<file path="config.mk">
export PLATFORM = sky130hd
export DESIGN_NAME = rf_wb_arbiter_flat
export DESIGN_NICKNAME = d
export VERILOG_FILES = /design/src/rtl/rf_wb_pkg.sv /design/src/rtl/rf_wb_arbiter_if.sv /design/src/rtl/rf_wb_pick.sv /design/src/rtl/rf_wb_arbiter.sv /design/src/flat_wrapper.sv
export SDC_FILE = /design/constraint.sdc
export NUM_CORES = 1
export LEC_CHECK = 0
export CORE_AREA = 2 2 196 198
export DETAILED_ROUTE_END_ITERATION = 8
export DIE_AREA = 0 0 198 200
export PLACE_DENSITY = 0.69
export SYNTH_ARGS = -nofsm -noshare
export SYNTH_HDL_FRONTEND = slang
export SYNTH_HIERARCHICAL = 1
export SYNTH_SLANG_ARGS = --single-unit
</file>
<file path="constraint.sdc">
create_clock -name clk -period 20.1 [get_ports clk]
set_input_delay 6.03 -clock clk [delete_from_list [all_inputs] [get_ports clk]]
set_output_delay 6.03 -clock clk [all_outputs]
set_load 0.03 [all_outputs]
</file>
<file path="src/rtl/rf_wb_pkg.sv">
// Shared types, constants and helpers for the register-file writeback arbiter.
package rf_wb_pkg;

    localparam int unsigned RF_WIDTH    = 64;
    localparam int unsigned RF_LG_DEPTH = 6;
    localparam int unsigned RF_N_REQ    = 4;
    localparam int unsigned N_WR_PORTS  = 3;

    typedef struct packed {
        logic                   valid;
        logic [RF_LG_DEPTH-1:0] ptr;
        logic [RF_WIDTH-1:0]    data;
    } wb_req_t;

    function automatic int unsigned rr_next(input int unsigned idx, input int unsigned n);
        return (idx + 1) % n;
    endfunction

endpackage

</file>
<file path="src/rtl/rf_wb_arbiter_if.sv">
// Writeback request bus and RF write-side signals. Master = FU/RF side, slave = arbiter.
interface rf_wb_arbiter_if
    import rf_wb_pkg::*;
#(
    parameter int unsigned WIDTH    = RF_WIDTH,
    parameter int unsigned LG_DEPTH = RF_LG_DEPTH,
    parameter int unsigned N_REQ    = RF_N_REQ
);
    logic [N_REQ-1:0]          req_valid;
    logic [N_REQ*LG_DEPTH-1:0] req_ptr;
    logic [N_REQ*WIDTH-1:0]    req_data;
    logic [N_REQ-1:0]          req_ready;

    logic                wen0, wen1, wen2;
    logic [LG_DEPTH-1:0] wrptr0, wrptr1, wrptr2;
    logic [WIDTH-1:0]    wr0, wr1, wr2;

    modport master (
        output req_valid, req_ptr, req_data,
        input  req_ready,
        input  wen0, wen1, wen2, wrptr0, wrptr1, wrptr2, wr0, wr1, wr2
    );

    modport slave (
        input  req_valid, req_ptr, req_data,
        output req_ready,
        output wen0, wen1, wen2, wrptr0, wrptr1, wrptr2, wr0, wr1, wr2
    );
endinterface

</file>
<file path="src/rtl/rf_wb_pick.sv">
// Find-first-set over an eligibility mask, scanning from a rotating start index.
module rf_wb_pick
    import rf_wb_pkg::*;
#(
    parameter  int unsigned N_REQ = RF_N_REQ,
    localparam int unsigned IW    = $clog2(N_REQ)
) (
    input  logic [N_REQ-1:0] elig,
    input  logic [IW-1:0]    start,
    output logic             found,
    output logic [IW-1:0]    idx
);
    int unsigned pos;

    always_comb begin
        found = 1'b0;
        idx   = '0;
        pos   = 0;
        for (int unsigned k = 0; k < N_REQ; k++) begin
            pos = (32'(start) + k) % N_REQ;
            if (!found && elig[pos]) begin
                found = 1'b1;
                idx   = IW'(pos);
            end
        end
    end
endmodule

</file>
<file path="src/rtl/rf_wb_arbiter.sv">
// Round-robin writeback scheduler: up to 3 grants/cycle onto registered RF write ports.
// Optional RF_WB_STATS_EN adds saturating stall_cnt / conflict_cnt outputs.
module rf_wb_arbiter
    import rf_wb_pkg::*;
#(
    parameter  int unsigned WIDTH    = RF_WIDTH,
    parameter  int unsigned LG_DEPTH = RF_LG_DEPTH,
    parameter  int unsigned N_REQ    = RF_N_REQ,
    localparam int unsigned IW       = $clog2(N_REQ)
) (
    input  logic           clk,
    input  logic           reset,
    input  logic           hold,
    rf_wb_arbiter_if.slave bus,
    output logic [IW-1:0]  rr_ptr
`ifdef RF_WB_STATS_EN
    ,
    output logic [31:0]    stall_cnt,
    output logic [31:0]    conflict_cnt
`endif
);
    logic [LG_DEPTH-1:0] ptr_a  [N_REQ];
    logic [WIDTH-1:0]    data_a [N_REQ];
    logic [N_REQ-1:0]    zero_acc, elig0, elig1, elig2, grant;
    logic                found0, found1, found2;
    logic [IW-1:0]       win0, win1, win2;
    logic                live;

    assign live = !hold && !reset;

    always_comb begin
        zero_acc = '0;
        elig0    = '0;
        for (int unsigned i = 0; i < N_REQ; i++) begin
            ptr_a[i]    = bus.req_ptr[i*LG_DEPTH +: LG_DEPTH];
            data_a[i]   = bus.req_data[i*WIDTH +: WIDTH];
            zero_acc[i] = live && bus.req_valid[i] && (ptr_a[i] == '0);
            elig0[i]    = live && bus.req_valid[i] && (ptr_a[i] != '0);
        end
    end

    // Each later stage drops prior winners by ptr match, which also removes the winner itself.
    always_comb begin
        elig1 = '0;
        for (int unsigned i = 0; i < N_REQ; i++)
            elig1[i] = elig0[i] && !(found0 && ptr_a[i] == ptr_a[win0]);
    end

    always_comb begin
        elig2 = '0;
        for (int unsigned i = 0; i < N_REQ; i++)
            elig2[i] = elig1[i] && !(found1 && ptr_a[i] == ptr_a[win1]);
    end

    rf_wb_pick #(.N_REQ(N_REQ)) u_pick0 (.elig(elig0), .start(rr_ptr), .found(found0), .idx(win0));
    rf_wb_pick #(.N_REQ(N_REQ)) u_pick1 (.elig(elig1), .start(rr_ptr), .found(found1), .idx(win1));
    rf_wb_pick #(.N_REQ(N_REQ)) u_pick2 (.elig(elig2), .start(rr_ptr), .found(found2), .idx(win2));

    always_comb begin
        grant = '0;
        for (int unsigned i = 0; i < N_REQ; i++)
            grant[i] = (found0 && win0 == IW'(i)) || (found1 && win1 == IW'(i)) ||
                       (found2 && win2 == IW'(i));
    end

    assign bus.req_ready = grant | zero_acc;

    always_ff @(posedge clk) begin
        if (reset) begin
            bus.wen0   <= 1'b0;
            bus.wen1   <= 1'b0;
            bus.wen2   <= 1'b0;
            bus.wrptr0 <= '0;
            bus.wrptr1 <= '0;
            bus.wrptr2 <= '0;
            bus.wr0    <= '0;
            bus.wr1    <= '0;
            bus.wr2    <= '0;
            rr_ptr     <= '0;
        end else begin
            bus.wen0 <= found0;
            bus.wen1 <= found1;
            bus.wen2 <= found2;
            if (found0) begin
                bus.wrptr0 <= ptr_a[win0];
                bus.wr0    <= data_a[win0];
            end
            if (found1) begin
                bus.wrptr1 <= ptr_a[win1];
                bus.wr1    <= data_a[win1];
            end
            if (found2) begin
                bus.wrptr2 <= ptr_a[win2];
                bus.wr2    <= data_a[win2];
            end
            if (found2)
                rr_ptr <= IW'(rr_next(32'(win2), N_REQ));
            else if (found1)
                rr_ptr <= IW'(rr_next(32'(win1), N_REQ));
            else if (found0)
                rr_ptr <= IW'(rr_next(32'(win0), N_REQ));
        end
    end

`ifdef RF_WB_STATS_EN
    logic [N_REQ-1:0] dup_ref;

    always_comb begin
        dup_ref = '0;
        for (int unsigned i = 0; i < N_REQ; i++)
            dup_ref[i] = elig0[i] && !grant[i] &&
                         ((found0 && ptr_a[i] == ptr_a[win0]) ||
                          (found1 && ptr_a[i] == ptr_a[win1]) ||
                          (found2 && ptr_a[i] == ptr_a[win2]));
    end

    always_ff @(posedge clk) begin
        if (reset) begin
            stall_cnt    <= '0;
            conflict_cnt <= '0;
        end else begin
            if (|(bus.req_valid & ~bus.req_ready) && stall_cnt != '1)
                stall_cnt <= stall_cnt + 32'd1;
            if (|dup_ref && conflict_cnt != '1)
                conflict_cnt <= conflict_cnt + 32'd1;
        end
    end
`endif
endmodule

</file>
<file path="src/flat_wrapper.sv">
// flat-port wrapper written by rule: the top's interface ports become plain ports
module rf_wb_arbiter_flat import rf_wb_pkg::*;
#(
    parameter  int unsigned WIDTH    = RF_WIDTH,
    parameter  int unsigned LG_DEPTH = RF_LG_DEPTH,
    parameter  int unsigned N_REQ    = RF_N_REQ,
    localparam int unsigned IW       = $clog2(N_REQ)
)
  (clk, reset, hold, rr_ptr, bus_req_valid, bus_req_ptr, bus_req_data, bus_req_ready, bus_wen0, bus_wen1, bus_wen2, bus_wrptr0, bus_wrptr1, bus_wrptr2, bus_wr0, bus_wr1, bus_wr2);
  rf_wb_arbiter_if #(.WIDTH(WIDTH), .LG_DEPTH(LG_DEPTH), .N_REQ(N_REQ)) bus_i ();
  input  logic clk;
  input  logic reset;
  input  logic hold;
  output logic [IW-1:0] rr_ptr;
  input wire logic [$bits(bus_i.req_valid)-1:0] bus_req_valid;
  input wire logic [$bits(bus_i.req_ptr)-1:0] bus_req_ptr;
  input wire logic [$bits(bus_i.req_data)-1:0] bus_req_data;
  output wire logic [$bits(bus_i.req_ready)-1:0] bus_req_ready;
  output wire logic [$bits(bus_i.wen0)-1:0] bus_wen0;
  output wire logic [$bits(bus_i.wen1)-1:0] bus_wen1;
  output wire logic [$bits(bus_i.wen2)-1:0] bus_wen2;
  output wire logic [$bits(bus_i.wrptr0)-1:0] bus_wrptr0;
  output wire logic [$bits(bus_i.wrptr1)-1:0] bus_wrptr1;
  output wire logic [$bits(bus_i.wrptr2)-1:0] bus_wrptr2;
  output wire logic [$bits(bus_i.wr0)-1:0] bus_wr0;
  output wire logic [$bits(bus_i.wr1)-1:0] bus_wr1;
  output wire logic [$bits(bus_i.wr2)-1:0] bus_wr2;
  assign bus_i.req_valid = bus_req_valid;
  assign bus_i.req_ptr = bus_req_ptr;
  assign bus_i.req_data = bus_req_data;
  assign bus_req_ready = bus_i.req_ready;
  assign bus_wen0 = bus_i.wen0;
  assign bus_wen1 = bus_i.wen1;
  assign bus_wen2 = bus_i.wen2;
  assign bus_wrptr0 = bus_i.wrptr0;
  assign bus_wrptr1 = bus_i.wrptr1;
  assign bus_wrptr2 = bus_i.wrptr2;
  assign bus_wr0 = bus_i.wr0;
  assign bus_wr1 = bus_i.wr1;
  assign bus_wr2 = bus_i.wr2;
  rf_wb_arbiter #(.WIDTH(WIDTH), .LG_DEPTH(LG_DEPTH), .N_REQ(N_REQ)) u_core (.clk(clk), .reset(reset), .hold(hold), .bus(bus_i), .rr_ptr(rr_ptr));
endmodule
</file>
; Word level (Yosys, flattened, before mapping)
; Cells that the tools add are included.
[totals]
input_bits = 287
wordCells = 202
output_inout_bits = 219
ff_bits = 215
[op_classes]
bitwise_logic = 4
n_reduce_logical = 89
n_mux = 69
magnitude_cmp = 7
n_eq_ne = 17
add_sub_neg = 6
[op_table]
columns = operator, count
row1 = binary-select mux 64 bit (select 2 bit), 3
row2 = two-way mux 64 bit, 6
row3 = logical AND 1 bit, 50
row4 = == test 6 bit, 8
row5 = binary-select mux 6 bit (select 2 bit), 3
row6 = two-way mux 6 bit, 6
row7 = two-way mux 2 bit, 15
row8 = binary-select mux 1 bit (select 2 bit), 12
row9 = zero test 6 bit, 4
row10 = two-way mux 1 bit, 24
row11 = nonzero test 6 bit, 4
row12 = zero test 1 bit, 19
row13 = "== test 2 bit, second input constant", 6
row14 = "< comparator 2 x 3 -> 1 bit, second input constant", 4
row15 = ">= comparator 3 bit, second input constant", 3
row16 = NOT 2 -> 3 bit, 3
row17 = "adder 2 x 1 -> 2 bit, second input constant", 4
row18 = logical OR 1 bit, 8
row19 = "== test 2 x 1 -> 1 bit, second input constant", 3
row20 = zero test 2 bit, 3
row21 = "adder 2 bit, second input constant", 2
row22 = bitwise OR 4 bit, 1
row23 = nonzero test 3 bit, 1

; Depth between registers and ports, before layout
[logic_depth]
depth_word = 60
mapped_depth = 36

; By module
; The synthesis kept the hierarchy.
[modules_own_cells]
columns = module, seq_area_each_um2, area_per_inst_um2, cells_each, n_inst
row1 = rf_wb_arbiter, 4304.1, 13972.2, 1252, 1
row2 = rf_wb_pick, 0.0, 77.6, 15, 3

; Worst setup path before layout
; Ideal clock, no wire load.
[synth_path]
path_type = in2out
from = in bus_req_ptr[1]
to = out bus_req_ready[1]
required_ps = 14070
path_buffers = 7
stages = 27
path_slack_ps = 1866
arrival_ps = 12204
path_cell_list = clkbuf_1 nor4_1 a21oi_1 a21oi_1 o21ai_0 a21oi_1 buf_4 mux2_4 a221oi_2 o221ai_1 nor4_1 nor2_1 a221o_1 a21oi_1 buf_2 mux4_2 xor2_1 nor4_1 nor3_1 a221o_1 a21oi_1 buf_2 buf_2 buf_2 buf_4 inv_1 o221ai_1
[synth_between]
elab_chain_cells = 58
[synth_rtl]
columns = element, line
row1 = from (decl), flat_wrapper.sv:16  ; input wire logic [$bits(bus_i.req_ptr)-1:0] bus_req_ptr;
row2 = nonzero test 6 bit (*), rf_wb_arbiter.sv:38  ; elig0[i] = live && bus.req_valid[i] && (ptr_a[i] != '0);
row3 = logical AND 1 bit (*), rf_wb_arbiter.sv:38
row4 = net u_core.elig0[0], rf_wb_arbiter.sv:24  ; logic [N_REQ-1:0] zero_acc, elig0, elig1, elig2, grant;
row5 = binary-select mux 1 bit (select 2 bit), rf_wb_pick.sv:21  ; if (!found && elig[pos]) begin
row6 = two-way mux 1 bit (not written as such), rf_wb_pick.sv:21
row7 = two-way mux 1 bit, rf_wb_pick.sv:21
row8 = zero test 1 bit, rf_wb_pick.sv:21
row9 = logical AND 1 bit, rf_wb_pick.sv:21
row10 = [7 not listed], --
row11 = net u_core.win0[1], rf_wb_arbiter.sv:26  ; logic [IW-1:0] win0, win1, win2;
row12 = [8 not listed], --
row13 = net u_core.elig1[2], rf_wb_arbiter.sv:24
row14 = [12 not listed], --
row15 = net u_core.win1[0], rf_wb_arbiter.sv:26
row16 = [8 not listed], --
row17 = net u_core.elig2[2], rf_wb_arbiter.sv:24
row18 = [9 not listed], --
row19 = zero test 1 bit, rf_wb_pick.sv:21
row20 = logical AND 1 bit, rf_wb_pick.sv:21
row21 = two-way mux 2 bit (*), rf_wb_pick.sv:21
row22 = net u_core.win2[0], rf_wb_arbiter.sv:26
row23 = == test 2 x 1 -> 1 bit (*), rf_wb_arbiter.sv:63  ; (found2 && win2 == IW'(i));
row24 = logical AND 1 bit (*), rf_wb_arbiter.sv:63
row25 = logical OR 1 bit (*), rf_wb_arbiter.sv:62  ; grant[i] = (found0 && win0 == IW'(i)) || (found1 && win1 == IW'(i)) ||
row26 = bitwise OR 4 bit (*), rf_wb_arbiter.sv:66  ; assign bus.req_ready = grant | zero_acc;
row27 = to (decl), flat_wrapper.sv:18  ; output wire logic [$bits(bus_i.req_ready)-1:0] bus_req_ready;
; Mark *: on every way through the listed nets, which the timed path passes. The rest lies on a longest branch. The select of a mux whose other input is x is not followed.

; Final worst setup path
[layout_path]
from = in bus_req_ptr[8]
to = out bus_req_ready[0]
[layout_between]
elab_chain_cells = 58
[layout_rtl]
columns = element, line
row1 = nonzero test 6 bit (*), rf_wb_arbiter.sv:38
row2 = logical AND 1 bit (*), rf_wb_arbiter.sv:38
row3 = net u_core.elig0[1], rf_wb_arbiter.sv:24
row4 = binary-select mux 1 bit (select 2 bit), rf_wb_pick.sv:21
row5 = two-way mux 1 bit (not written as such), rf_wb_pick.sv:21
row6 = two-way mux 1 bit, rf_wb_pick.sv:21
row7 = zero test 1 bit, rf_wb_pick.sv:21
row8 = logical AND 1 bit, rf_wb_pick.sv:21
row9 = [7 not listed], --
row10 = net u_core.win0[1], rf_wb_arbiter.sv:26
row11 = [8 not listed], --
row12 = net u_core.elig1[0], rf_wb_arbiter.sv:24
row13 = [12 not listed], --
row14 = net u_core.win1[0], rf_wb_arbiter.sv:26
row15 = [8 not listed], --
row16 = net u_core.elig2[0], rf_wb_arbiter.sv:24
row17 = [9 not listed], --
row18 = zero test 1 bit, rf_wb_pick.sv:21
row19 = logical AND 1 bit, rf_wb_pick.sv:21
row20 = two-way mux 2 bit (*), rf_wb_pick.sv:21
row21 = net u_core.win2[1], rf_wb_arbiter.sv:26
row22 = zero test 2 bit (*), rf_wb_arbiter.sv:63
row23 = logical AND 1 bit (*), rf_wb_arbiter.sv:63
row24 = logical OR 1 bit (*), rf_wb_arbiter.sv:62
row25 = bitwise OR 4 bit (*), rf_wb_arbiter.sv:66
; Marks and branches as above.

==> run metrics <==
DP HPWL 41.5 mm; Post-synth top flop dfxtp_1; worst-path fanout max 26; CTS Sinks 215; post-route setup slack 0.472 ns; max-cap violation count 0; DP Worst Slack 0.131 ns; vias in the first global route 13059; net count after synthesis 1584; Seq cells post-synth 215; crit path launch type primary input; synth cell count leaders mux2i_1 (258), nor2_1 (231), dfxtp_1 (215); largest net degree at the start of global routing 184; RSZ-0062 raised after global routing false; Max Root-Sink Buffers 3; clk_skew 0.00674 ns; H-tree depth 1; chip height 200 um; DR WL/cell 25.6 um; NetSw 0.649 mW; Post-synth ARST share 0; RD Place Congestion 0.945; switch share 0.363; initial core utilization 0.380; IO Count 506; initial antenna violation count 1; initial DRC count 828; R2R setup slack 12.04 ns; Critical Path End bus_req_ready[0]; Port Buf Inserts 505; via count 12836; Post-Syn Instances 1297; Final setup viols 0; depth of the most critical reg-to-reg path 24; Root Driver clkbuf_16; Hold WC Path Type reg -> reg; crit path kind in -> out; status completed; 1st-pass router iterations 5; slowest stage cell on the critical path mux4_2; Clock Power Share 0.276; Post-Syn Area 0.0142 sq mm; max incr delay on CP 0.66 ns; most frequent cell after synthesis mux2i_1; Leakage 7.51 nW; crit share post-route 0.977; share of power burned in registers 0.290; die area 0.0396 sq mm; grt total ovfl 0; Final Max Tran Viols 0; dominant cells by area after synthesis dfxtp_1 (30%), mux4_2 (28%), mux2i_1 (18%), nor2_1 (6.1%), xnor2_1 (2.2%); post-synth top area cell dfxtp_1; reg2reg start u_core/rr_ptr[0]; Internal 1.14 mW; Setup crit start bus_req_ptr[8]; Worst slew margin 0.346; min cycle time layout 19.63 ns; CP most frequent cell o21ai_0; CTS Buf Count 27; Synth top area share 0.303; Core Area 0.0374 sq mm; cell row count 71; setup TNS 0 ns; syn_area_per_cell 11.0 sq um; Clock transition at path regs 0.05 ns; reg2reg end u_core/bus.wr2[7]; worst endpoint required time 14.07 ns; Post-synth EDFFs 0; Total Nets Final 2033; Slew @ Worst Pin 0.982 ns; fraction of layout cells with a size suffix above 1 0.168; post-synthesis sequential area ratio 0.303; VDD IR max 0.0625 mV; DIE WIDTH 198 um; Fmax 50.9 MHz; hold_sp u_core/bus.wrptr2[1]; distinct cell type count after synthesis 48; Ys Warns 6; Area Overhead vs Synth 45.3%; DRC 0; Detail Route Antenna Nets 0; Critical Path Sink Type primary output; clk_lat worst skew 0.57 ns; Routed WL 58.2 mm; GRT Total Usage 0.285; WP data arrival 13.60 ns; routed vias/inst 5.65; CTS tree built; first-pass GRT wire length 84.9 mm; Gate power share 0.434; Final Hold Vio Count 0; power per standard cell area 86.7 mW/mm^2
flip-flops by register name (all words and copies together) (netlist names):
name	count
u_core/bus.wr0	64
u_core/bus.wr1	64
u_core/bus.wr2	64
u_core/bus.wrptr0	6
u_core/bus.wrptr1	6
u_core/bus.wrptr2	6
u_core/rr_ptr	2
u_core/bus.wen0	1
u_core/bus.wen1	1
u_core/bus.wen2	1
how the worst min path moves through the flow:
stage / slack (ns) / to / cells after the start
after floorplan: 0.60 / u_core/bus.wrptr0[3] / 2
after global placement: 0.47 / u_core/bus.wr2[42] / 2
after detailed placement: 0.48 / u_core/bus.wr0[48] / 2
after CTS: 0.50 / u_core/bus.wr0[52] / 2
after global routing: 0.51 / u_core/bus.wr0[14] / 2
final: 0.49 / u_core/bus.wrptr2[1] / 2
layout by cell type, fill, tap and decap left out, types with 22 or more instances in the layout:
cell	n
clkdlybuf4s50_1	500
dfxtp_1	215
nand2_1	22
xor2_1	23
xnor2_1	36
mux2i_1	258
clkbuf_16	27
nor2_1	231
buf_4	54
mux4_2	176
a21oi_1	43
o22ai_1	31
power by group through the flow:
stage | clock network (mW) | logic [mW] | registers, mW
finish | 0.494 | 0.777 | 0.518
global route | 0.520 | 0.819 | 0.524
CTS | 0.505 | 0.777 | 0.518
detailed placement | 0 | 0.774 | 0.526
global placement | 0 | 0.770 | 0.525
floorplan | 0 | 0.375 | 0.630
per-stage QoR:
stage	utilization	area, sq um	instances	hold WS [ns]	total power, mW
floorplan	-	14200	1297	0.603	1.01
CTS	0.551	20600	2267	0.495	1.80
detailed placement	0.527	19700	2224	0.480	1.30
global placement	0.527	19700	2224	0.471	1.29
finish	0.552	20600	2273	0.488	1.79
global route	0.552	20600	2272	0.514	1.86
critical path, delay by kind of cell:
family | cells | cell delay, ns
AOI/OAI and AO/OA | 13 | 3.34
muxes | 1 | 0.66
xor gates and xnor gates | 1 | 0.17
buffers and inverters | 5 | 1.59
and+or+nand+nor | 9 | 1.83
routing by layer:
layer,vias to the layer above,GRT usage,part of all wire
met3,111,0.0523,0.075
li1,5728,-,-
met2,616,0.483,0.48
met4,0,0.0852,0.030
met1,6381,0.373,0.42
met5,-,0,0
final cells by class:
type                    instances  area, sq um
well taps                     511          639
clock inverters                10          140
flip-flops and latches        215         4300
inverters                      25         93.8
fillers                      3238        16800
multi-input cells             920         9270
diodes                          2         5.00
clock buffers                  33          728
repair buffers                557         5450
cells by family after synthesis:
kind of cell	after synthesis	synth area share
xor+xnor	59	0.0364
simple gates	295	0.0849
buf+inv	162	0.0522
mux	439	0.467
flops	215	0.303
compound gates	127	0.0568
repair_timing:
action,4_1_cts,5_1_grt
endpoints found under the setup margin,0,4
setup buffers,0,4
endpoints found under the hold margin,0,0
resized for setup,0,2
hold buffers,0,0
(Power assumes the default switching activity.)
